===== src/rtl/sertx_arbiter_pkg.sv =====
// Shared types and constants for the serial transmit arbiter.
package sertx_arbiter_pkg;

    typedef enum logic [1:0] {
        IDLE = 2'd0,
        HDR  = 2'd1,
        DATA = 2'd2
    } state_t;

    localparam logic [7:0] HDR_MARK  = 8'h80;
    localparam int         N_PERIPHS = 4;
    localparam int         DEF_N_REQ = N_PERIPHS;

endpackage


===== src/rtl/sertx_rr_pick.sv =====
// Combinational round-robin pick: first set request bit at or above rr_ptr, wrapping.
module sertx_rr_pick #(
    parameter int N_REQ = 4,
    parameter int ID_W  = 2
) (
    input  logic [N_REQ-1:0] req,
    input  logic [ID_W-1:0]  rr_ptr,
    output logic [N_REQ-1:0] pick_onehot,
    output logic [ID_W-1:0]  pick_id,
    output logic             pick_any
);

    int               idx;
    logic [N_REQ-1:0] req_sh;

    // NOTE: every always_comb output gets a default first so no latch is inferred.
    always_comb begin
        pick_onehot = '0;
        pick_id     = '0;
        pick_any    = 1'b0;
        idx         = 0;
        req_sh      = '0;
        for (int off = 0; off < N_REQ; off++) begin
            idx = int'(rr_ptr) + off;
            if (idx >= N_REQ) idx = idx - N_REQ;
            req_sh = req >> idx;
            if (!pick_any && req_sh[0]) begin
                pick_any    = 1'b1;
                pick_onehot = N_REQ'(1) << idx;
                pick_id     = ID_W'(idx);
            end
        end
    end

endmodule


===== src/rtl/sertx_arbiter.sv =====
// Packet-granular round-robin arbiter in front of serial.v, with mid-packet watchdog.
// Optional SERTX_HDR_EN: send an 8'h80|grant_id header byte before each packet.
module sertx_arbiter
    import sertx_arbiter_pkg::*;
#(
    parameter int          N_REQ   = DEF_N_REQ,
    parameter int          ID_W    = 2,
    parameter logic [15:0] TIMEOUT = 16'd65535
) (
    input  logic               clock,
    input  logic               reset,
    input  logic [N_REQ*8-1:0] req_data,
    input  logic [N_REQ-1:0]   req_valid,
    input  logic [N_REQ-1:0]   req_last,
    output logic [N_REQ-1:0]   req_ack,
    output logic [7:0]         send_data,
    output logic               data_avail,
    input  logic               send_strobe,
    output logic [N_REQ-1:0]   grant,
    output logic [ID_W-1:0]    grant_id,
    output logic               busy,
    output logic               timeout_err,
    input  logic               err_clr
);

    state_t            state, state_nxt;
    logic [ID_W-1:0]   rr_ptr;
    logic              old_strobe;
    logic [15:0]       wd_cnt;

    logic [N_REQ-1:0]   pick_onehot;
    logic [ID_W-1:0]    pick_id;
    logic               pick_any;

    logic [N_REQ-1:0]   valid_sh, last_sh, ack_sh;
    logic [N_REQ*8-1:0] data_sh;
    logic               sel_valid, sel_last, sel_ack;
    logic [7:0]         sel_data;
    logic               consume, wd_expire;
    logic [ID_W-1:0]    next_ptr;

    // Shifts select the owner's lane without requiring ID_W == clog2(N_REQ).
    assign valid_sh  = req_valid >> grant_id;
    assign last_sh   = req_last >> grant_id;
    assign ack_sh    = req_ack >> grant_id;
    assign data_sh   = req_data >> {grant_id, 3'b000};
    assign sel_valid = valid_sh[0];
    assign sel_last  = last_sh[0];
    assign sel_ack   = ack_sh[0];
    assign sel_data  = data_sh[7:0];

    assign consume   = old_strobe & ~send_strobe;
    assign wd_expire = (state == DATA) && !consume && !sel_valid &&
                       (wd_cnt + 16'd1 == TIMEOUT);
    assign next_ptr  = (grant_id == ID_W'(N_REQ - 1)) ? '0 : grant_id + ID_W'(1);

    // The byte just acked may still show valid in the following cycle; mask it out.
    sertx_rr_pick #(.N_REQ(N_REQ), .ID_W(ID_W)) u_pick (
        .req         (req_valid & ~req_ack),
        .rr_ptr      (rr_ptr),
        .pick_onehot (pick_onehot),
        .pick_id     (pick_id),
        .pick_any    (pick_any)
    );

    always_comb begin
        state_nxt  = state;
        send_data  = '0;
        data_avail = 1'b0;
        case (state)
            IDLE: begin
                if (pick_any) begin
`ifdef SERTX_HDR_EN
                    state_nxt = HDR;
`else
                    state_nxt = DATA;
`endif
                end
            end
            HDR: begin
                send_data  = HDR_MARK | 8'(grant_id);
                data_avail = 1'b1;
                if (consume) state_nxt = DATA;
            end
            DATA: begin
                send_data  = sel_data;
                data_avail = sel_valid & ~sel_ack;
                if ((consume && sel_last) || wd_expire) state_nxt = IDLE;
            end
            default: state_nxt = IDLE;
        endcase
    end

    // NOTE: sequential state uses non-blocking assignments only.
    always_ff @(posedge clock) begin
        if (reset) begin
            state       <= IDLE;
            grant       <= '0;
            grant_id    <= '0;
            busy        <= 1'b0;
            timeout_err <= 1'b0;
            rr_ptr      <= '0;
            old_strobe  <= 1'b0;
            wd_cnt      <= '0;
            req_ack     <= '0;
        end else begin
            state      <= state_nxt;
            old_strobe <= send_strobe;
            req_ack    <= '0;
            case (state)
                IDLE: begin
                    if (pick_any) begin
                        grant    <= pick_onehot;
                        grant_id <= pick_id;
                        busy     <= 1'b1;
                        wd_cnt   <= '0;
                    end
                end
                DATA: begin
                    if (consume) begin
                        req_ack <= grant;
                        wd_cnt  <= '0;
                        if (sel_last) begin
                            grant  <= '0;
                            busy   <= 1'b0;
                            rr_ptr <= next_ptr;
                        end
                    end else if (!sel_valid) begin
                        wd_cnt <= wd_cnt + 16'd1;
                        if (wd_expire) begin
                            grant  <= '0;
                            busy   <= 1'b0;
                            rr_ptr <= next_ptr;
                        end
                    end
                end
                default: ;
            endcase
            // A fresh abort wins over a simultaneous clear.
            if (wd_expire)    timeout_err <= 1'b1;
            else if (err_clr) timeout_err <= 1'b0;
        end
    end

endmodule


===== config.mk =====
export PLATFORM = sky130hd
export DESIGN_NAME = sertx_arbiter
export DESIGN_NICKNAME = d
export VERILOG_FILES = /design/src/rtl/sertx_arbiter_pkg.sv /design/src/rtl/sertx_rr_pick.sv /design/src/rtl/sertx_arbiter.sv
export SDC_FILE = /design/constraint.sdc
export NUM_CORES = 1
export LEC_CHECK = 0
export ABC_AREA = 0
export BUFFER_PORTS_ARGS = -buffer_cell sky130_fd_sc_hd__clkbuf_2
export CAP_MARGIN = 20
export CORE_UTILIZATION = 48
export CTS_CLUSTER_SIZE = 10
export DETAILED_ROUTE_END_ITERATION = 16
export GPL_TIMING_DRIVEN = 1
export PLACE_DENSITY = 0.77
export SLEW_MARGIN = 30
export SYNTH_ARGS = -nofsm -noshare
export SYNTH_HDL_FRONTEND = slang
export SYNTH_SLANG_ARGS = --single-unit

===== constraint.sdc =====
create_clock -name clock -period 3 [get_ports clock]
set_input_delay 0.3 -clock clock [delete_from_list [all_inputs] [get_ports clock]]
set_output_delay 0.3 -clock clock [all_outputs]
set_load 0.005 [all_outputs]

==> metrics.txt <==
time the final worst path needs with I/O delays and setup=2843 ps; worst min-delay path class=input pin to flop; global-route wire length before repair=9.832 mm; full die area=0.005308 mm^2; number of flops mapped to enable cells by yosys=0; post-synthesis sequential element count=32; Relative slew margins=57.07%; io pins=65; Critical Path Source=rr_ptr[1]; final std cell area, no fill=0.002893 mm^2; ys flop type=sky130_fd_sc_hd__dfxtp_1; largest driver fanout on the critical path=18; length in cells of the worst reg-to-reg path=10; synthesis warning total=0; root cell of the clock tree=sky130_fd_sc_hd__clkbuf_8; starting utilization of the core area=50.35%; capturing instance or port of the critical path=wd_cnt[11]; antenna-violating nets left=0; wire length per cell after detailed routing=14.75 um; Setup violations, final=0; total clock buffers created by CTS=5; syn_area_per_cell=8.253 um^2; core outline area=0.004786 mm^2; GPL Wtd Cong=0.8681; Area Growth Syn to Fin=20.04%; antenna violations before repair=0; number of DRC violations after detailed-routing iteration 0=266; worst vdd rail ir drop=0.4278 mV; clock tree from TritonCTS=yes; standby leakage power=1.137 nW; unrepaired setup endpoints after global routing=false; fraction of layout cells with a size suffix above 1=28.81%; total length of routed wires=6.209 mm; reg-to-reg endpoint=wd_cnt[11]; share of the synthesized area in the top cell type=26.58%; post-CTS clock slew at the launch and capture registers of the worst setup and hold paths=70 ps; Pre-Repair DR Iteration Count=5; cell area after synthesis=0.002410 mm^2; Die Height=72.86 um; overflow left after global routing=0; number of I/O port buffers=64; outcome=finished, final reports clean; top area cells in the synthesized netlist=sky130_fd_sc_hd__dfxtp_1 (27%), sky130_fd_sc_hd__mux4_2 (13%), sky130_fd_sc_hd__a21oi_1 (6.2%); maximum number of pins on one net before global-route repair=29; CTS Hold Bufs=0; clock latency of the later-clocked register in the worst-skew pair=290 ps; period utilisation layout=94.78%; unique cell type count in the Yosys netlist=50; count leader, synth=sky130_fd_sc_hd__dfxtp_1; num rows=25; arrival time at the worst endpoint=2990 ps; top post-synthesis cells by count=sky130_fd_sc_hd__dfxtp_1 (32), sky130_fd_sc_hd__a21oi_1 (30), sky130_fd_sc_hd__nor2_1 (30), sky130_fd_sc_hd__nand2_1 (17); Sinks on Clock Net=32; net count after synthesis=344; width of the chip=72.86 um; Placement Cell Area=0.002798 mm^2; # DRC=0; startpoint-to-endpoint class of the critical path=flop to flop; startpoint kind of the worst setup timing path=flop; Max Slew Vio Count=0; count of nets after finishing=405; Register-to-Register Setup Slack=160 ps; via count of the first global-routing pass=2,224; maximum frequency from static timing analysis=351.7 MHz; via density per instance=6.002; all-layer global routing usage=23.52%; async set-reset flop share out of synthesis=0%; required time reported for the critical path endpoint=3150 ps; actual slew at the worst max-slew pin=638.2 ps; kind of end point of the critical path=flop; worst hold margin=241.9 ps; post-synthesis cell type with the largest combined area=sky130_fd_sc_hd__dfxtp_1; overall power=1.821 mW; worst reg2reg startpoint=rr_ptr[1]; vias after detailed routing=2,527; buffer depth of the longest clock path=2; detailed placer's ending HPWL=4.456 mm; setup clock skew after layout=9.952 ps; count of antenna diodes in the layout=0; fillcell total=433; post-synthesis instance total=292; Power Dens Cells=629.7 mW/mm^2; H-Tree Level Count=2; max cap viols=0; sequential element share of the synthesized area=26.58%; sum of negative setup slack=0 ps; final hold violation count=0
logic make-up after synthesis:
family          synth area share, %
flops                         26.58
fa+ha+maj                     4.154
buf+inv                       3.790
simple gates                  29.59
compound gates                21.70
mux                           13.08
xor+xnor                      1.091
per-stage QoR:
| step | setup slack [ps] | util, % | std cells |
|---|---|---|---|
| after floorplan | 125.3 | - | 292 |
| after global placement | 177.5 | 58.46 | 413 |
| after detailed placement | 103.3 | 58.46 | 413 |
| after CTS | 71.60 | 60.34 | 421 |
| after global routing | 32.51 | 60.44 | 421 |
| final | 156.7 | 60.44 | 421 |
flip-flops by register name (all words and copies together), names as in the netlist:
register	count
wd_cnt	16
grant	4
req_ack	4
grant_id	2
rr_ptr	2
busy	1
old_strobe	1
state	1
timeout_err	1
worst min path at each step:
stage	startpoint	endpoint	slack, ps	depth (start not counted)
after CTS	send_strobe	old_strobe	240	2
after global routing	send_strobe	old_strobe	260	2
final	send_strobe	old_strobe	240	2
after floorplan	send_strobe	old_strobe	430	1
after global placement	busy	busy	460	1
after detailed placement	busy	busy	450	1
layout make-up:
type	instances	area, um^2	area share (%)
Tap cell	67	83.83	2.898
Multi-Input combinational cell	237	1678	58.00
Timing Repair Buffer	71	376.6	13.02
Sequential cell	32	641.9	22.19
Clock buffer	8	90.09	3.114
Inverter	6	22.52	0.7785
critical path, stage by stage (launching register included):
cell	delay [ps]
sky130_fd_sc_hd__dfxtp_2	380
sky130_fd_sc_hd__inv_2	90
sky130_fd_sc_hd__ha_1	360
sky130_fd_sc_hd__inv_2	100
sky130_fd_sc_hd__mux4_2	570
sky130_fd_sc_hd__or2_1	290
sky130_fd_sc_hd__o41ai_4	400
sky130_fd_sc_hd__buf_6	230
sky130_fd_sc_hd__nor2_1	90
sky130_fd_sc_hd__nand4b_1	130
sky130_fd_sc_hd__a21oi_1	70
layout by cell type (no fill, tap or decap), types with 5 or more instances in the layout:
cell / n
sky130_fd_sc_hd__or3_1: 9
sky130_fd_sc_hd__nor2_1: 30
sky130_fd_sc_hd__nand4_1: 7
sky130_fd_sc_hd__mux4_2: 14
sky130_fd_sc_hd__a21oi_1: 30
sky130_fd_sc_hd__a221oi_1: 5
sky130_fd_sc_hd__dfxtp_1: 31
sky130_fd_sc_hd__o21ai_0: 11
sky130_fd_sc_hd__and2_1: 14
sky130_fd_sc_hd__nor2b_1: 10
sky130_fd_sc_hd__a22oi_1: 5
sky130_fd_sc_hd__nor3_1: 6
sky130_fd_sc_hd__clkbuf_2: 64
sky130_fd_sc_hd__buf_4: 6
sky130_fd_sc_hd__nand3_1: 8
sky130_fd_sc_hd__o21ai_1: 8
sky130_fd_sc_hd__nand2_1: 17
sky130_fd_sc_hd__clkbuf_8: 6
sky130_fd_sc_hd__ha_1: 8
sky130_fd_sc_hd__o2bb2ai_1: 5
routing by layer:
| metal | share of wire, % | global-route usage, % | up-vias |
|---|---|---|---|
| met1 | 43 | 30.12 | 1182 |
| li1 | - | - | 1220 |
| met3 | 7.2 | 5.801 | 14 |
| met4 | 1.8 | 8.932 | 0 |
| met5 | 0 | 0 | - |
| met2 | 48 | 38.32 | 111 |
power by group:
part / internal, mW / total, mW / switching (mW)
logic: 0.434 / 0.955 / 0.522
registers: 0.476 / 0.516 / 0.0405
clock network: 0.187 / 0.350 / 0.163
total: 1.10 / 1.82 / 0.725
repair_timing:
| action | CTS | global route |
|---|---|---|
| setup endpoints to repair | 0 | 7 |
| gates resized for setup | 0 | 2 |
| buffers inserted | 0 | 0 |
Power figures use the tool's default switching activity.
